===== src/rtl/alu_exec_pkg.sv =====
// Shared constants for the ALU execute stage: opcodes, flag bit positions,
// FSM state encoding and the Z/N/C/V flag packing helper.
package alu_exec_pkg;

  localparam int DATA_W = 16;

  localparam logic [3:0] ALU_OPX_ADD   = 4'd0;
  localparam logic [3:0] ALU_OPX_ADC   = 4'd1;
  localparam logic [3:0] ALU_OPX_SUB   = 4'd2;
  localparam logic [3:0] ALU_OPX_SBC   = 4'd3;
  localparam logic [3:0] ALU_OPX_AND   = 4'd4;
  localparam logic [3:0] ALU_OPX_OR    = 4'd5;
  localparam logic [3:0] ALU_OPX_XOR   = 4'd6;
  localparam logic [3:0] ALU_OPX_NOT   = 4'd7;
  localparam logic [3:0] ALU_OPX_MOV   = 4'd8;
  localparam logic [3:0] ALU_OPX_SHL   = 4'd9;
  localparam logic [3:0] ALU_OPX_SHR   = 4'd10;
  localparam logic [3:0] ALU_OPX_SRA   = 4'd11;
  localparam logic [3:0] ALU_OPX_MUL   = 4'd12;
  localparam logic [3:0] ALU_OPX_CMP   = 4'd13;
  localparam logic [3:0] ALU_OPX_RSV14 = 4'd14;
  localparam logic [3:0] ALU_OPX_RSV15 = 4'd15;

  localparam int ALU_FLAG_Z = 3;
  localparam int ALU_FLAG_N = 2;
  localparam int ALU_FLAG_C = 1;
  localparam int ALU_FLAG_V = 0;

  typedef enum logic {
    ALU_ST_IDLE = 1'b0,
    ALU_ST_RUN  = 1'b1
  } alu_state_t;

  function automatic logic [3:0] mk_flags(input logic [DATA_W-1:0] res,
                                          input logic c, input logic v);
    logic [3:0] f;
    f             = '0;
    f[ALU_FLAG_Z] = (res == '0);
    f[ALU_FLAG_N] = res[DATA_W-1];
    f[ALU_FLAG_C] = c;
    f[ALU_FLAG_V] = v;
    return f;
  endfunction

endpackage


===== src/rtl/alu_exec_if.sv =====
// Operand/opcode request and result/handshake bundle between the control
// sequencer (master) and the ALU execute stage (slave).
interface alu_exec_if;
  import alu_exec_pkg::*;

  logic [DATA_W-1:0] ALUA_DATA;
  logic [DATA_W-1:0] ALUB_DATA;
  logic [3:0]        ALU_OPX;
  logic              ALU_START;
  logic [DATA_W-1:0] ALU_R;
  logic [3:0]        ALU_FLAGS;
  logic              ALU_BUSY;
  logic              ALU_DONE;

  modport master (
    output ALUA_DATA, ALUB_DATA, ALU_OPX, ALU_START,
    input  ALU_R, ALU_FLAGS, ALU_BUSY, ALU_DONE
  );

  modport slave (
    input  ALUA_DATA, ALUB_DATA, ALU_OPX, ALU_START,
    output ALU_R, ALU_FLAGS, ALU_BUSY, ALU_DONE
  );
endinterface


===== src/rtl/alu_adder.sv =====
// 16-bit add/subtract with carry-in. When sub=1 it computes a-b-cin and
// reports borrow on carry; ovf is two's-complement overflow in both modes.
module alu_adder
  import alu_exec_pkg::*;
(
  input  logic [DATA_W-1:0] a,
  input  logic [DATA_W-1:0] b,
  input  logic              cin,
  input  logic              sub,
  output logic [DATA_W-1:0] sum,
  output logic              carry,
  output logic              ovf
);
  logic [DATA_W-1:0] b_eff;
  logic              c_eff;
  logic              cout;

  always_comb begin
    b_eff       = sub ? ~b : b;
    c_eff       = sub ? ~cin : cin;
    {cout, sum} = {1'b0, a} + {1'b0, b_eff} + {{DATA_W{1'b0}}, c_eff};
    carry       = cout ^ sub;
    ovf         = (a[DATA_W-1] == b_eff[DATA_W-1]) && (sum[DATA_W-1] != a[DATA_W-1]);
  end
endmodule


===== src/rtl/alu_exec.sv =====
// ALU execute stage: single-cycle arithmetic/logic, bit-serial shifts and an
// optional shift-add multiplier (enabled by defining ALU_MUL_EN).
module alu_exec
  import alu_exec_pkg::*;
(
  input  logic       CLK,
  input  logic       RESET,
  alu_exec_if.slave  bus
);
  alu_state_t        state, state_nxt;
  logic [DATA_W-1:0] r_q, r_nxt;
  logic [3:0]        flags_q, flags_nxt;
  logic              done_q, done_nxt;
  logic [4:0]        cnt_q, cnt_nxt;
  logic [DATA_W-1:0] acc_q, acc_nxt;
  logic [3:0]        op_q, op_nxt;
  logic [DATA_W-1:0] lres, shv;
  logic              sout;
  logic [DATA_W-1:0] add_a, add_b, add_sum;
  logic              add_cin, add_sub, add_carry, add_ovf;
`ifdef ALU_MUL_EN
  logic [DATA_W-1:0] lo_q, lo_nxt, mcand_q, mcand_nxt;
  logic [DATA_W:0]   mul_sum;
`endif

  alu_adder u_adder (
    .a(add_a), .b(add_b), .cin(add_cin), .sub(add_sub),
    .sum(add_sum), .carry(add_carry), .ovf(add_ovf)
  );

  // Adder is shared: operands from the bus while idle, multiply accumulate while running
  always_comb begin
    add_a   = bus.ALUA_DATA;
    add_b   = bus.ALUB_DATA;
    add_cin = 1'b0;
    add_sub = 1'b0;
    if (state == ALU_ST_IDLE) begin
      add_sub = (bus.ALU_OPX == ALU_OPX_SUB) || (bus.ALU_OPX == ALU_OPX_SBC) ||
                (bus.ALU_OPX == ALU_OPX_CMP);
      if ((bus.ALU_OPX == ALU_OPX_ADC) || (bus.ALU_OPX == ALU_OPX_SBC))
        add_cin = flags_q[ALU_FLAG_C];
    end
`ifdef ALU_MUL_EN
    else begin
      add_a = acc_q;
      add_b = mcand_q;
    end
`endif
  end

  always_comb begin
    state_nxt = state;
    r_nxt     = r_q;
    flags_nxt = flags_q;
    done_nxt  = 1'b0;
    cnt_nxt   = cnt_q;
    acc_nxt   = acc_q;
    op_nxt    = op_q;
    lres      = '0;
    shv       = acc_q;
    sout      = 1'b0;
`ifdef ALU_MUL_EN
    lo_nxt    = lo_q;
    mcand_nxt = mcand_q;
    mul_sum   = '0;
`endif
    case (state)
      ALU_ST_IDLE: begin
        if (bus.ALU_START) begin
          op_nxt  = bus.ALU_OPX;
          acc_nxt = bus.ALUA_DATA;
          case (bus.ALU_OPX)
            ALU_OPX_ADD, ALU_OPX_ADC, ALU_OPX_SUB, ALU_OPX_SBC: begin
              r_nxt     = add_sum;
              flags_nxt = mk_flags(add_sum, add_carry, add_ovf);
              done_nxt  = 1'b1;
            end
            ALU_OPX_CMP: begin
              flags_nxt = mk_flags(add_sum, add_carry, add_ovf);
              done_nxt  = 1'b1;
            end
            ALU_OPX_AND, ALU_OPX_OR, ALU_OPX_XOR, ALU_OPX_NOT, ALU_OPX_MOV: begin
              case (bus.ALU_OPX)
                ALU_OPX_AND: lres = bus.ALUA_DATA & bus.ALUB_DATA;
                ALU_OPX_OR:  lres = bus.ALUA_DATA | bus.ALUB_DATA;
                ALU_OPX_XOR: lres = bus.ALUA_DATA ^ bus.ALUB_DATA;
                ALU_OPX_NOT: lres = ~bus.ALUA_DATA;
                default:     lres = bus.ALUB_DATA;
              endcase
              r_nxt     = lres;
              flags_nxt = mk_flags(lres, 1'b0, 1'b0);
              done_nxt  = 1'b1;
            end
            ALU_OPX_SHL, ALU_OPX_SHR, ALU_OPX_SRA: begin
              if (bus.ALUB_DATA[3:0] == 4'd0) begin
                r_nxt     = bus.ALUA_DATA;
                flags_nxt = mk_flags(bus.ALUA_DATA, 1'b0, 1'b0);
                done_nxt  = 1'b1;
              end else begin
                cnt_nxt   = {1'b0, bus.ALUB_DATA[3:0]};
                state_nxt = ALU_ST_RUN;
              end
            end
`ifdef ALU_MUL_EN
            ALU_OPX_MUL: begin
              acc_nxt   = '0;
              lo_nxt    = bus.ALUB_DATA;
              mcand_nxt = bus.ALUA_DATA;
              cnt_nxt   = 5'd16;
              state_nxt = ALU_ST_RUN;
            end
`endif
            ALU_OPX_RSV14, ALU_OPX_RSV15: begin
              r_nxt    = bus.ALUA_DATA;
              done_nxt = 1'b1;
            end
            default: begin
              r_nxt    = bus.ALUA_DATA;
              done_nxt = 1'b1;
            end
          endcase
        end
      end
      ALU_ST_RUN: begin
        cnt_nxt = cnt_q - 5'd1;
        case (op_q)
          ALU_OPX_SHL: begin shv = {acc_q[DATA_W-2:0], 1'b0};       sout = acc_q[DATA_W-1]; end
          ALU_OPX_SHR: begin shv = {1'b0, acc_q[DATA_W-1:1]};       sout = acc_q[0];        end
          ALU_OPX_SRA: begin shv = {acc_q[DATA_W-1], acc_q[DATA_W-1:1]}; sout = acc_q[0];   end
          default: ;
        endcase
        acc_nxt = shv;
`ifdef ALU_MUL_EN
        // {acc, lo} is the 32-bit partial product; conditionally add, then shift right
        if (op_q == ALU_OPX_MUL) begin
          mul_sum = lo_q[0] ? {add_carry, add_sum} : {1'b0, acc_q};
          acc_nxt = mul_sum[DATA_W:1];
          lo_nxt  = {mul_sum[0], lo_q[DATA_W-1:1]};
        end
`endif
        if (cnt_q == 5'd1) begin
          state_nxt = ALU_ST_IDLE;
          done_nxt  = 1'b1;
`ifdef ALU_MUL_EN
          if (op_q == ALU_OPX_MUL) begin
            r_nxt     = lo_nxt;
            flags_nxt = mk_flags(lo_nxt, |acc_nxt, 1'b0);
          end else
`endif
          begin
            r_nxt     = shv;
            flags_nxt = mk_flags(shv, sout, 1'b0);
          end
        end
      end
      default: state_nxt = ALU_ST_IDLE;
    endcase
  end

  always_ff @(posedge CLK) begin
    if (RESET) begin
      state   <= ALU_ST_IDLE;
      r_q     <= '0;
      flags_q <= '0;
      done_q  <= 1'b0;
      cnt_q   <= '0;
    end else begin
      state   <= state_nxt;
      r_q     <= r_nxt;
      flags_q <= flags_nxt;
      done_q  <= done_nxt;
      cnt_q   <= cnt_nxt;
    end
  end

  // Working operands only matter while RUN, which reset already leaves
  always_ff @(posedge CLK) begin
    acc_q   <= acc_nxt;
    op_q    <= op_nxt;
`ifdef ALU_MUL_EN
    lo_q    <= lo_nxt;
    mcand_q <= mcand_nxt;
`endif
  end

  assign bus.ALU_R     = r_q;
  assign bus.ALU_FLAGS = flags_q;
  assign bus.ALU_BUSY  = (state == ALU_ST_RUN);
  assign bus.ALU_DONE  = done_q;
endmodule


===== src/flat_wrapper.sv =====
// flat-port wrapper written by rule: the top's interface ports become plain ports
module alu_exec_flat import alu_exec_pkg::*;
  (CLK, RESET, bus_ALUA_DATA, bus_ALUB_DATA, bus_ALU_OPX, bus_ALU_START, bus_ALU_R, bus_ALU_FLAGS, bus_ALU_BUSY, bus_ALU_DONE);
  alu_exec_if bus_i ();
  input  logic CLK;
  input  logic RESET;
  input wire logic [$bits(bus_i.ALUA_DATA)-1:0] bus_ALUA_DATA;
  input wire logic [$bits(bus_i.ALUB_DATA)-1:0] bus_ALUB_DATA;
  input wire logic [$bits(bus_i.ALU_OPX)-1:0] bus_ALU_OPX;
  input wire logic [$bits(bus_i.ALU_START)-1:0] bus_ALU_START;
  output wire logic [$bits(bus_i.ALU_R)-1:0] bus_ALU_R;
  output wire logic [$bits(bus_i.ALU_FLAGS)-1:0] bus_ALU_FLAGS;
  output wire logic [$bits(bus_i.ALU_BUSY)-1:0] bus_ALU_BUSY;
  output wire logic [$bits(bus_i.ALU_DONE)-1:0] bus_ALU_DONE;
  assign bus_i.ALUA_DATA = bus_ALUA_DATA;
  assign bus_i.ALUB_DATA = bus_ALUB_DATA;
  assign bus_i.ALU_OPX = bus_ALU_OPX;
  assign bus_i.ALU_START = bus_ALU_START;
  assign bus_ALU_R = bus_i.ALU_R;
  assign bus_ALU_FLAGS = bus_i.ALU_FLAGS;
  assign bus_ALU_BUSY = bus_i.ALU_BUSY;
  assign bus_ALU_DONE = bus_i.ALU_DONE;
  alu_exec u_core (.CLK(CLK), .RESET(RESET), .bus(bus_i));
endmodule

===== config.mk =====
export PLATFORM = sky130hd
export DESIGN_NAME = alu_exec_flat
export DESIGN_NICKNAME = d
export VERILOG_FILES = /design/src/rtl/alu_exec_pkg.sv /design/src/rtl/alu_exec_if.sv /design/src/rtl/alu_adder.sv /design/src/rtl/alu_exec.sv /design/src/flat_wrapper.sv
export SDC_FILE = /design/constraint.sdc
export NUM_CORES = 1
export LEC_CHECK = 0
export BUFFER_PORTS_ARGS = -buffer_cell sky130_fd_sc_hd__buf_2
export CAP_MARGIN = 20
export CORE_ASPECT_RATIO = 1.4
export CORE_MARGIN = 1
export CORE_UTILIZATION = 43
export CTS_BUF_LIST = sky130_fd_sc_hd__clkbuf_8
export DETAILED_ROUTE_END_ITERATION = 8
export PLACE_DENSITY = 0.75
export RECOVER_POWER = 100
export SLEW_MARGIN = 20
export SYNTH_ARGS = -nofsm -noshare
export SYNTH_HDL_FRONTEND = slang
export SYNTH_SLANG_ARGS = --single-unit
export TNS_END_PERCENT = 100

===== constraint.sdc =====
create_clock -name CLK -period 3.8 [get_ports CLK]
set_clock_uncertainty 0.2 [all_clocks]
set_input_delay 0.38 -clock CLK [delete_from_list [all_inputs] [get_ports CLK]]
set_output_delay 0.38 -clock CLK [all_outputs]
set_load 0.02 [all_outputs]

==> Word level (Yosys, flattened, before mapping) <==
Index checks and enable logic that the tools add are counted.
{ "totals": {"out_inout_bits": 22, "inputBits": 39, "wordCells": 100, "regBits": 47} }
{ "op_classes": {"bitwise_logic": 8, "addsub": 3, "n_eq_ne": 25, "n_reduce_logical": 19, "n_mux": 38} }
{ "op_table": {"columns": ["cell", "n"], "rows": [
  ["two-way mux 16 bit", 9],
  ["one-hot mux 16 bit (4 select lines)", 2],
  ["logical NOT 16 bit", 4],
  ["one-hot mux 16 bit (2 select lines)", 2],
  ["one-hot mux 16 bit (3 select lines)", 1],
  ["== test 4 bit (second input constant)", 8],
  ["NOT 16 bit", 2],
  ["adder 16 x 16 -> 17 bit", 1],
  ["adder 17 x 1 -> 17 bit", 1],
  ["bitwise AND 16 bit", 1],
  ["== test 4 x 3 -> 1 bit (second input constant)", 4],
  ["OR 16 bit", 1],
  ["bitwise XOR 16 bit", 1],
  ["two-way mux 5 bit", 3],
  ["two-way mux 1 bit", 12],
  ["two-way mux 4 bit", 3],
  ["one-hot mux 4 bit (3 select lines)", 1],
  ["!= test 2 bit (second input constant)", 5],
  ["one-hot mux 5 bit (2 select lines)", 1],
  ["OR reduction 5 bit", 2],
  ["== test 4 x 2 -> 1 bit (second input constant)", 2],
  ["logical NOT 4 bit", 2],
  ["one-hot mux 4 bit (2 select lines)", 1],
  ["AND reduction 4 bit", 2],
  ["other kinds (17)", 22]
]} }

==> Logic depth before layout (Yosys ltp) <==
Gate-level depths: netlist of run 1.
{ "depth": {"word_depth": 12, "depth_mapped": 17, "mapped_depth_nobuf": 15} }

==> Hierarchy <==
Synthesis of run 1 repeated with hierarchy kept, for this count alone.
{ "hier_totals": {"hier_cells": 623, "area_unflattened_um2": 5147.4} }
{ "by_module_without_submodules": {"columns": ["mod", "seq_area_each_um2", "cells_per_inst", "n_inst", "area_per_inst_um2"], "rows": [
  ["alu_exec", 1141.1, 512, 1, 4269.1],
  ["alu_adder", 0.0, 111, 1, 878.3]
]} }

==> Worst setup path before layout of run 1 <==
OpenSTA, ideal clock, no wires.
{ "synth_timing": {"kind": "input-to-reg", "start": "input bus_ALU_OPX[3]", "end": "register u_core.r_q[14] (netlist: u_core.bus.ALU_R[14])", "path_buffers": 1, "t_required_ns": 3.478, "stages": 15, "setup_slack_ns": -0.398, "arrival_ns": 3.877, "setup_ns": 0.122, "cell_sequence": "buf_2 -> nor2_1 -> nand2_1 -> a21oi_2 -> xnor2_1 -> fa_1 -> fa_1 -> a21o_1 -> a22oi_1 -> o2111ai_1 -> a31o_2 -> a21oi_1 -> xor2_1 -> nor2_1 -> o311a_1"} }
{ "synth_via": {"elab_chain_cells": 10, "elab_cells_between_ends": 37, "classes_between": "add/sub: 2; eq/ne: 14; mux: 12; bitwise: 1; reduce/logical: 8"} }
{ "synth_rtl": {"columns": ["element", "line_no", "source"], "rows": [
  ["from (decl)", "flat_wrapper.sv:9", "input wire logic [$bits(bus_i.ALU_OPX)-1:0] bus_ALU_OPX;"],
  ["== test 4 x 2 -> 1 bit, or another cell as far along", "alu_exec.sv:38, alu_exec.sv:72", null],
  ["logical OR 1 bit, on equally long branches", "alu_exec.sv:38, alu_exec.sv:40", null],
  ["logical OR 1 bit / two-way mux 1 bit (equally long branches)", "alu_exec.sv:38, alu_exec.sv:40", null],
  ["two-way mux 1 bit", "alu_exec.sv:37", "if (state == ALU_ST_IDLE) begin"],
  ["two-way mux 16 bit / NOT 1 bit (equally long branches)", "alu_adder.sv:19, alu_adder.sv:20", null],
  ["adder 16 x 16 -> 17 bit / two-way mux 1 bit (equally long branches)", "alu_adder.sv:21, alu_adder.sv:20", null],
  ["adder 17 x 1 -> 17 bit", "alu_adder.sv:21", "{cout, sum} = {1'b0, a} + {1'b0, b_eff} + {{DATA_W{1'b0}}, c_eff};"],
  ["one-hot mux 16 bit (4 select lines)", "alu_exec.sv:72", "case (bus.ALU_OPX)"],
  ["two-way mux 16 bit", "alu_exec.sv:69", "if (bus.ALU_START) begin"],
  ["one-hot mux 16 bit (2 select lines)", "alu_exec.sv:67", "case (state)"],
  ["to (signal assigned)", "alu_exec.sv:169", "r_q <= r_nxt;"],
  ["to (decl)", "alu_exec.sv:11", "logic [DATA_W-1:0] r_q, r_nxt;"]
]} }
Parallel ways exist; a longest one is shown, timed or not. The select of a mux whose other input is x is not followed.
A chain may end at the register's enable or synchronous reset.

==> Worst setup path after layout of run 1 <==
{ "layout_timing": {"start": "input bus_ALU_OPX[1]", "end": "register u_core.r_q[10] (netlist: u_core.bus.ALU_R[10])"} }
The elaborated chain is that of the path after synthesis.

==> results.md, run 1 <==
* Status: completed
* Post-Synth Simple-Gate Area at 18.4%
* Largest net degree at the start of global routing at 54
* Pwr Total at 1790 uW
* Synth Area in Compound Gates at 23.7%
* Post-Synth Adder-Cell Area at 12.6%
* FMAX at 279 MHz
* Mux share of post-synthesis cell area at 10.5%
* Area contributors post-synth: ha_1, edfxtp_1, dfxtp_1, a21oi_1, o21ai_0
* First-pass GRT wire length at 25000 um
* # rows at 47
* Worst-path clk slew at 0.09 ns
* Most used flip-flop cell after synthesis: dfxtp_1
* Bufs and invs on worst path at 1
* Hold Path Class: input port to flop
* Post-Syn Area per Cell at 8.05 um2
* DIE WIDTH at 94.8 um
* CP top delay family: compound AO/OA/AOI/OAI gates
* Largest family of logic cells by synthesized area: compound AO/OA/AOI/OAI gates
* Data arrival, critical path at 3.63 ns
* CTS tree: yes
* Die footprint at 0.0125 mm2
* Post CTS Setup Buffer Count at 0
* WP data required at 3.85 ns
* Peak VDD IR at 133 uV
* Register bit total from synthesis at 47
* Routed WL at 15400 um
* Area of the core at 0.0118 mm2
* Clk buf depth at 2
* Initial DRC count at 411
* # setup viols final at 0
* RSZ-0062 raised after global routing: false
* Slowest cell on the critical path: fa_2
* Aggregate global-route resource usage at 25.5%
* FF/Latch Area at 0.00114 mm2
* Cell taking the most area after synthesis: ha_1
* Area of the multi-input gates at 0.00366 mm2
* Max Cap Violations at 0
* Worst path cell trace: buf_2, nand4b_1, a21oi_4, xnor2_1, fa_2, fa_2, a21o_1, a221oi_2, o211ai_1, xnor2_1, o221ai_1, nor2_1, or3_1, a21oi_1
* EDFF count, synth at 20
* Fraction of final layout cells sized beyond drive strength 1 at 14.6%
* I/O Pins at 61
* Post-synthesis net count at 734
* PwrDens at 310 mW/mm2
* Worst skew pair latency at 0.32 ns
* Hpwl dp at 12300 um
* TritonCTS Buffers at 5
* Number of clock sinks at 47
* Post-synthesis async set-or-reset flop share at 0%
* Commonest cells post-synth: nor2_1, inv_1, nand2_1
* Synth Warn # at 0
* Diodes inserted at 0
* Slew margin rel. at 24.2%
* Lkg Pwr at 0.00235 uW
* DR WL/cell at 18.2 um
* Netlist cell types at 71
* H-tree depth at 2
* Via count at 5212
* Worst-Margin Slew at 1.14 ns
* Root Driver: clkbuf_8
* Drt pass-1 iters at 6
* CP Class: input port to flop
* Mapped cell area at 0.00518 mm2
* Starting Density at 44.1%
* P&R area growth vs syn at 11.3%
* Initial antenna violation count at 0
* Avg Vias per Cell at 6.15
* Final Max Slew Viols at 0
* Core Util, Final at 49.1%
* Nets at 790
* Final period utilization at 94.3%
* Post-synthesis xor/xnor area fraction at 4.90%
* Chip height at 132 um
* Cell count after synthesis at 644
* CP Max Fanout at 5
* Critical path capture point type: flop
* Final ANT Viol Nets at 0
* Delay of the slowest cell on the worst path at 0.41 ns
* Post-synthesis sequential area ratio at 22.0%
* Final Hold Vio Count at 0
* Worst setup SP type: input port
* IO Port Bufs at 60
* Vias in the first global route at 5160
* Minimum clock period at 3.58 ns
* # fillers at 1153
* DR DRC count at 0
* Overflow after GRT at 0
* Most numerous cell in the Yosys netlist: nor2_1
* Reg2reg setup slack at 0.27 ns
* RD Place Congestion at 0.942
* Cts-stage hold buffer count at 0
* Synth top area share at 11.8%
* Resize count post-CTS at 0
## worst min-delay path, stage by stage
cell,delay [ns]
buf_2,0.13
a31oi_1,0.13
a311oi_1,0.09
## metal layers
metal | wire length, um | vias to the layer above | track usage (%)
met5 | 0 | - | 0
met4 | 766 | 0 | 14.4
met3 | 822 | 67 | 2.94
met2 | 7770 | 208 | 44.2
met1 | 6050 | 2474 | 29.6
li1 | - | 2463 | -
## cells by family (layout without fill, tap and decap cells)
kind of cell,Yosys count,count (layout)
AOI/OAI and AO/OA,191,191
xor gates and xnor gates,29,29
adders and majority gates,51,51
buffers and inverters,95,152
DFF,47,47
muxes,35,35
and+or+nand+nor,196,196
## placed cells by master, fill, tap and decap left out, types with 11 or more instances in the layout
| cell | n |
|---|---|
| inv_1 | 56 |
| clkbuf_1 | 27 |
| buf_4 | 21 |
| a21oi_1 | 52 |
| nor2_1 | 56 |
| nand2_1 | 54 |
| mux2i_1 | 16 |
| nor3_1 | 17 |
| buf_2 | 38 |
| o21ai_0 | 52 |
| mux4_2 | 11 |
| dfxtp_1 | 27 |
| edfxtp_1 | 20 |
| xnor2_1 | 25 |
| ha_1 | 49 |
## flip-flops by register name, summed over array words and instances, names as in the netlist
| signal | cells |
|---|---|
| u_core.bus.ALU_R | 16 |
| u_core.bus.ALU_BUSY | 1 |
| u_core.cnt_q | 5 |
| u_core.bus.ALU_DONE | 1 |
| u_core.bus.ALU_FLAGS | 4 |
| u_core.op_q | 4 |
| u_core.acc_q | 16 |
## final cells by class
cell class                 instances  share of cell area, %
multi-input combinational        502                   63.4
timing repair buffer              87                   7.87
inverter                          57                   3.71
clock buffer                       6                   1.43
clock inverter                     2                  0.607
tap                              147                   3.19
sequential                        47                   19.8
## power breakdown
group          total [uW]  internal, uW  leakage (uW)  switching (uW)
sequential            611           574      0.000418            37.0
clock                 393           213     0.0000612             180
combinational         786           317       0.00187             469
## metrics by stage
stage                     setup WS (ns)  cell area [um2]  setup TNS, ns  hold WS (ns)  cells
after floorplan                 -0.0374             5230        -0.0663         0.239    644
after global placement           0.0287             5710              0         0.244    840
after detailed placement        -0.0567             5710        -0.0628         0.253    840
after CTS                         0.248             5830              0         0.247    848
after global routing             0.0443             5770              0         0.267    848
final                             0.218             5770              0         0.250    848
## path summary, 6_finish.rpt
path	start	end	cells past startpoint
worst max-delay path	bus_ALU_OPX[1]	u_core.bus.ALU_R[10]$_SDFFE_PP0P_	14
worst min-delay path	bus_ALUA_DATA[13]	u_core.bus.ALU_R[13]$_SDFFE_PP0P_	3
worst max register to register	u_core.bus.ALU_BUSY$_SDFF_PP0_	u_core.bus.ALU_R[10]$_SDFFE_PP0P_	12
worst min register to register	u_core.bus.ALU_R[10]$_SDFFE_PP0P_	u_core.bus.ALU_R[10]$_SDFFE_PP0P_	2
Power figures use the tool's default switching activity.
==> run 2, diff against run 1 <==
Settings changed: CORE_UTILIZATION 43 to 50, PLACE_DENSITY 0.75 to 0.84, TNS_END_PERCENT 100 to 30.
==> run 2 against run 1 <==
The run now ends with max-capacitance violations, max-slew violations left. Sequential power about the same. Clock power down 19%. Final cell count down 1.4%. Count of clock-buffer cells in the layout unchanged. Global-route usage up 4.9 points. Sequential share of layout area up 0.12 points. Via count up 0.13%. Largest cell class unchanged.
==> results.md, run 2 (same netlist as run 1, synthesis figures left out) <==
* Crit path depth at 15 (was 14)
* Routed WL at 15600 um (was 15400 um)
* FMAX at 279 MHz (about the same)
* Clock share of power at 18.5% (was 21.9%)
* Initial antenna violation count at 0 (unchanged)
* Final Hold Vio Count at 0 (unchanged)
* Slew margin rel. at -23.3% (was 24.2%)
* # setup viols final at 0 (unchanged)
* Data arrival, critical path at 3.62 ns (was 3.63 ns)
* Reg2reg setup slack at 0.33 ns (was 0.27 ns)
* Diodes inserted at 0 (unchanged)
* Overflow after GRT at 0 (unchanged)
* CP Max Fanout at 5 (unchanged)
* CP top delay family: compound AO/OA/AOI/OAI gates (unchanged)
* Starting Density at 51.8% (was 44.1%)
* Commonest non-fill, non-tap cells in the layout: inv_1, nor2_1, nand2_1, a21oi_1, o21ai_0 (unchanged)
* Via count at 5219 (was 5212)
* Final period utilization at 94.3% (about the same)
* Reg-to-Reg Start: u_core.bus.ALU_FLAGS[1]$_SDFFE_PP0P_ (was u_core.bus.ALU_BUSY$_SDFF_PP0_)
* Avg Vias per Cell at 6.24 (was 6.15)
* Switching Fraction at 39.7% (was 38.3%)
* Inst Count DP at 828 (was 840)
* First-pass GRT wire length at 25300 um (was 25000 um)
* Most common cell after layout, fill and taps aside: inv_1
* Aggregate global-route resource usage at 30.3% (was 25.5%)
* Switch Pwr at 683 uW (was 686 uW)
* Lkg Pwr at 0.00234 uW (was 0.00235 uW)
* Largest net degree at the start of global routing at 59 (was 54)
* Worst Setup EP: u_core.bus.ALU_R[10]$_SDFFE_PP0P_ (unchanged)
* Crit path top cell by count: xnor2_1
* Root Driver: clkbuf_8 (unchanged)
* WP data required at 3.84 ns (was 3.85 ns)
* Hold Crit Start: bus_ALU_OPX[2] (was bus_ALUA_DATA[13])
* Int Power at 1040 uW (was 1100 uW)
* Critical path capture point type: flop (unchanged)
* Fraction of final layout cells sized beyond drive strength 1 at 14.3% (was 14.6%)
* Post CTS Setup Buffer Count at 0 (unchanged)
* Worst setup SP type: input port (unchanged)
* Pwr Total at 1720 uW (was 1790 uW)
* P&R area growth vs syn at 10.6% (was 11.3%)
* CP Class: input port to flop (unchanged)
* FF-to-FF End: u_core.bus.ALU_R[10]$_SDFFE_PP0P_ (unchanged)
* Minimum clock period at 3.58 ns (about the same)
* CTS tree: yes (unchanged)
* PwrDens at 300 mW/mm2 (was 310 mW/mm2)
* I/O Pins at 61 (unchanged)
* Hold Path Class: input port to flop (unchanged)
* Slowest cell on the critical path: a221oi_2 (was fa_2)
* Vias in the first global route at 5201 (was 5160)
* H-tree depth at 2 (unchanged)
* RSZ-0062 raised after global routing: false (unchanged)
* Bufs and invs on worst path at 3 (was 1)
* Worst-Margin Slew at 1.84 ns (was 1.14 ns)
* Worst r2r path cells at 15 (was 12)
* Nets at 790 (unchanged)
* Final Max Slew Viols at 26 (was 0)
* Area of the core at 0.0100 mm2 (was 0.0118 mm2)
* # rows at 43 (was 47)
* Final instance area at 0.00574 mm2 (was 0.00577 mm2)
* Chip height at 122 um (was 132 um)
* Hpwl dp at 12200 um (was 12300 um)
* Die footprint at 0.0108 mm2 (was 0.0125 mm2)
* TritonCTS Buffers at 5 (unchanged)
* Worst skew pair latency at 0.31 ns (was 0.32 ns)
* Layout Cells excl Fill at 836 (was 848)
* DR WL/cell at 18.6 um (was 18.2 um)
* CP startpoint: bus_ALU_OPX[1] (unchanged)
* Reg power frac at 35.5% (was 34.1%)
* Initial DRC count at 521 (was 411)
* Max Cap Violations at 1 (was 0)
* IO Port Bufs at 60 (unchanged)
* Delay of the slowest cell on the worst path at 0.34 ns (was 0.41 ns)
* Drt pass-1 iters at 5 (was 6)
* Placed Instance Area at 0.00570 mm2 (was 0.00571 mm2)
* Failing checks: max-capacitance violations, max-slew violations
* Clk buf depth at 2 (unchanged)
* DR DRC count at 0 (unchanged)
* Worst path cell trace: buf_2, nand4b_1, a21oi_4, buf_4, clkbuf_2, xnor2_1, ha_1, and3_1, a221oi_2, o211ai_1, xnor2_1, o221ai_1, nor2_1, or3_1, a21oi_1 (was buf_2, nand4b_1, a21oi_4, xnor2_1, fa_2, fa_2, a21o_1, a221oi_2, o211ai_1, xnor2_1, o221ai_1, nor2_1, or3_1, a21oi_1)
* Peak VDD IR at 131 uV (was 133 uV)
* Worst-path clk slew at 0.09 ns (about the same)
* Final ANT Viol Nets at 0 (unchanged)
* Number of clock sinks at 47 (unchanged)
* DIE WIDTH at 88.1 um (was 94.8 um)
* Status: finished, violations left (was completed)
* Comb pwr share at 46.0% (was 43.9%)
* RD Place Congestion at 1.03 (was 0.942)
-- run 2: routing by layer --
| metal | routed length, um | GRT usage (%) | up-vias |
|---|---|---|---|
| met5 | 0 | 0 | - |
| met1 | 5960 | 35.6 | 2455 |
| met2 | 7890 | 53.6 | 251 |
| li1 | - | - | 2463 |
| met3 | 1040 | 3.56 | 50 |
| met4 | 682 | 15.3 | 0 |
-- run 2: final cells by class --
type                    instances  area [um2]
well taps                     135         169
flip-flops and latches         47        1140
repair buffers                 87         457
multi-input cells             502        3660
inverters                      57         214
fillers                       968        4270
clock buffers                   6        82.6
clock inverters                 2        7.51
-- run 2: worst reg2reg max path, delay by kind of cell (launching register included) --
family | cells | cell delay [ns]
adder cells (fa/ha/maj) | 2 | 0.73
AO/OA/AOI/OAI | 7 | 1.35
flip-flops | 1 | 0.35
AND/OR/NAND/NOR | 5 | 0.59
XOR/XNOR | 1 | 0.16
-- run 2: worst min-delay path by stage --
stage | end | slack (ns) | cells past startpoint
final | u_core.op_q[2]$_DFFE_PP_ | 0.1 | 1
after global routing | u_core.op_q[2]$_DFFE_PP_ | 0.10 | 1
after CTS | u_core.op_q[2]$_DFFE_PP_ | 0.1 | 1
after detailed placement | u_core.bus.ALU_R[10]$_SDFFE_PP0P_ | 0.25 | 2
after global placement | u_core.bus.ALU_R[7]$_SDFFE_PP0P_ | 0.24 | 2
after floorplan | u_core.cnt_q[4]$_SDFFE_PP0P_ | 0.24 | 1
-- run 2: per-stage QoR --
step	hold slack, ns	util, %	TNS, ns	setup WS (ns)
CTS	0.0972	57.8	0	0.268
finish	0.0994	57.3	0	0.216
detailed placement	0.247	56.9	-0.0308	-0.0269
floorplan	0.239	-	-0.0663	-0.0374
global route	0.105	57.3	0	0.0435
global placement	0.244	56.9	0	0.0261
-- run 2: repair_timing --
action / 4_1_cts / 5_1_grt
endpoints found under the hold margin: 0 / 0
hold buffers: 0 / 0
setup endpoints to repair: 0 / 1
resized for setup: 0 / 1
-- run 2: power groups by stage --
stage / logic, uW / clock network (uW) / registers [uW]
6_report: 790 / 318 / 610
5_1_grt: 867 / 336 / 615
4_1_cts: 788 / 317 / 607
3_5_place_dp: 783 / 0 / 619
3_3_place_gp: 765 / 0 / 617
2_1_floorplan: 539 / 0 / 635
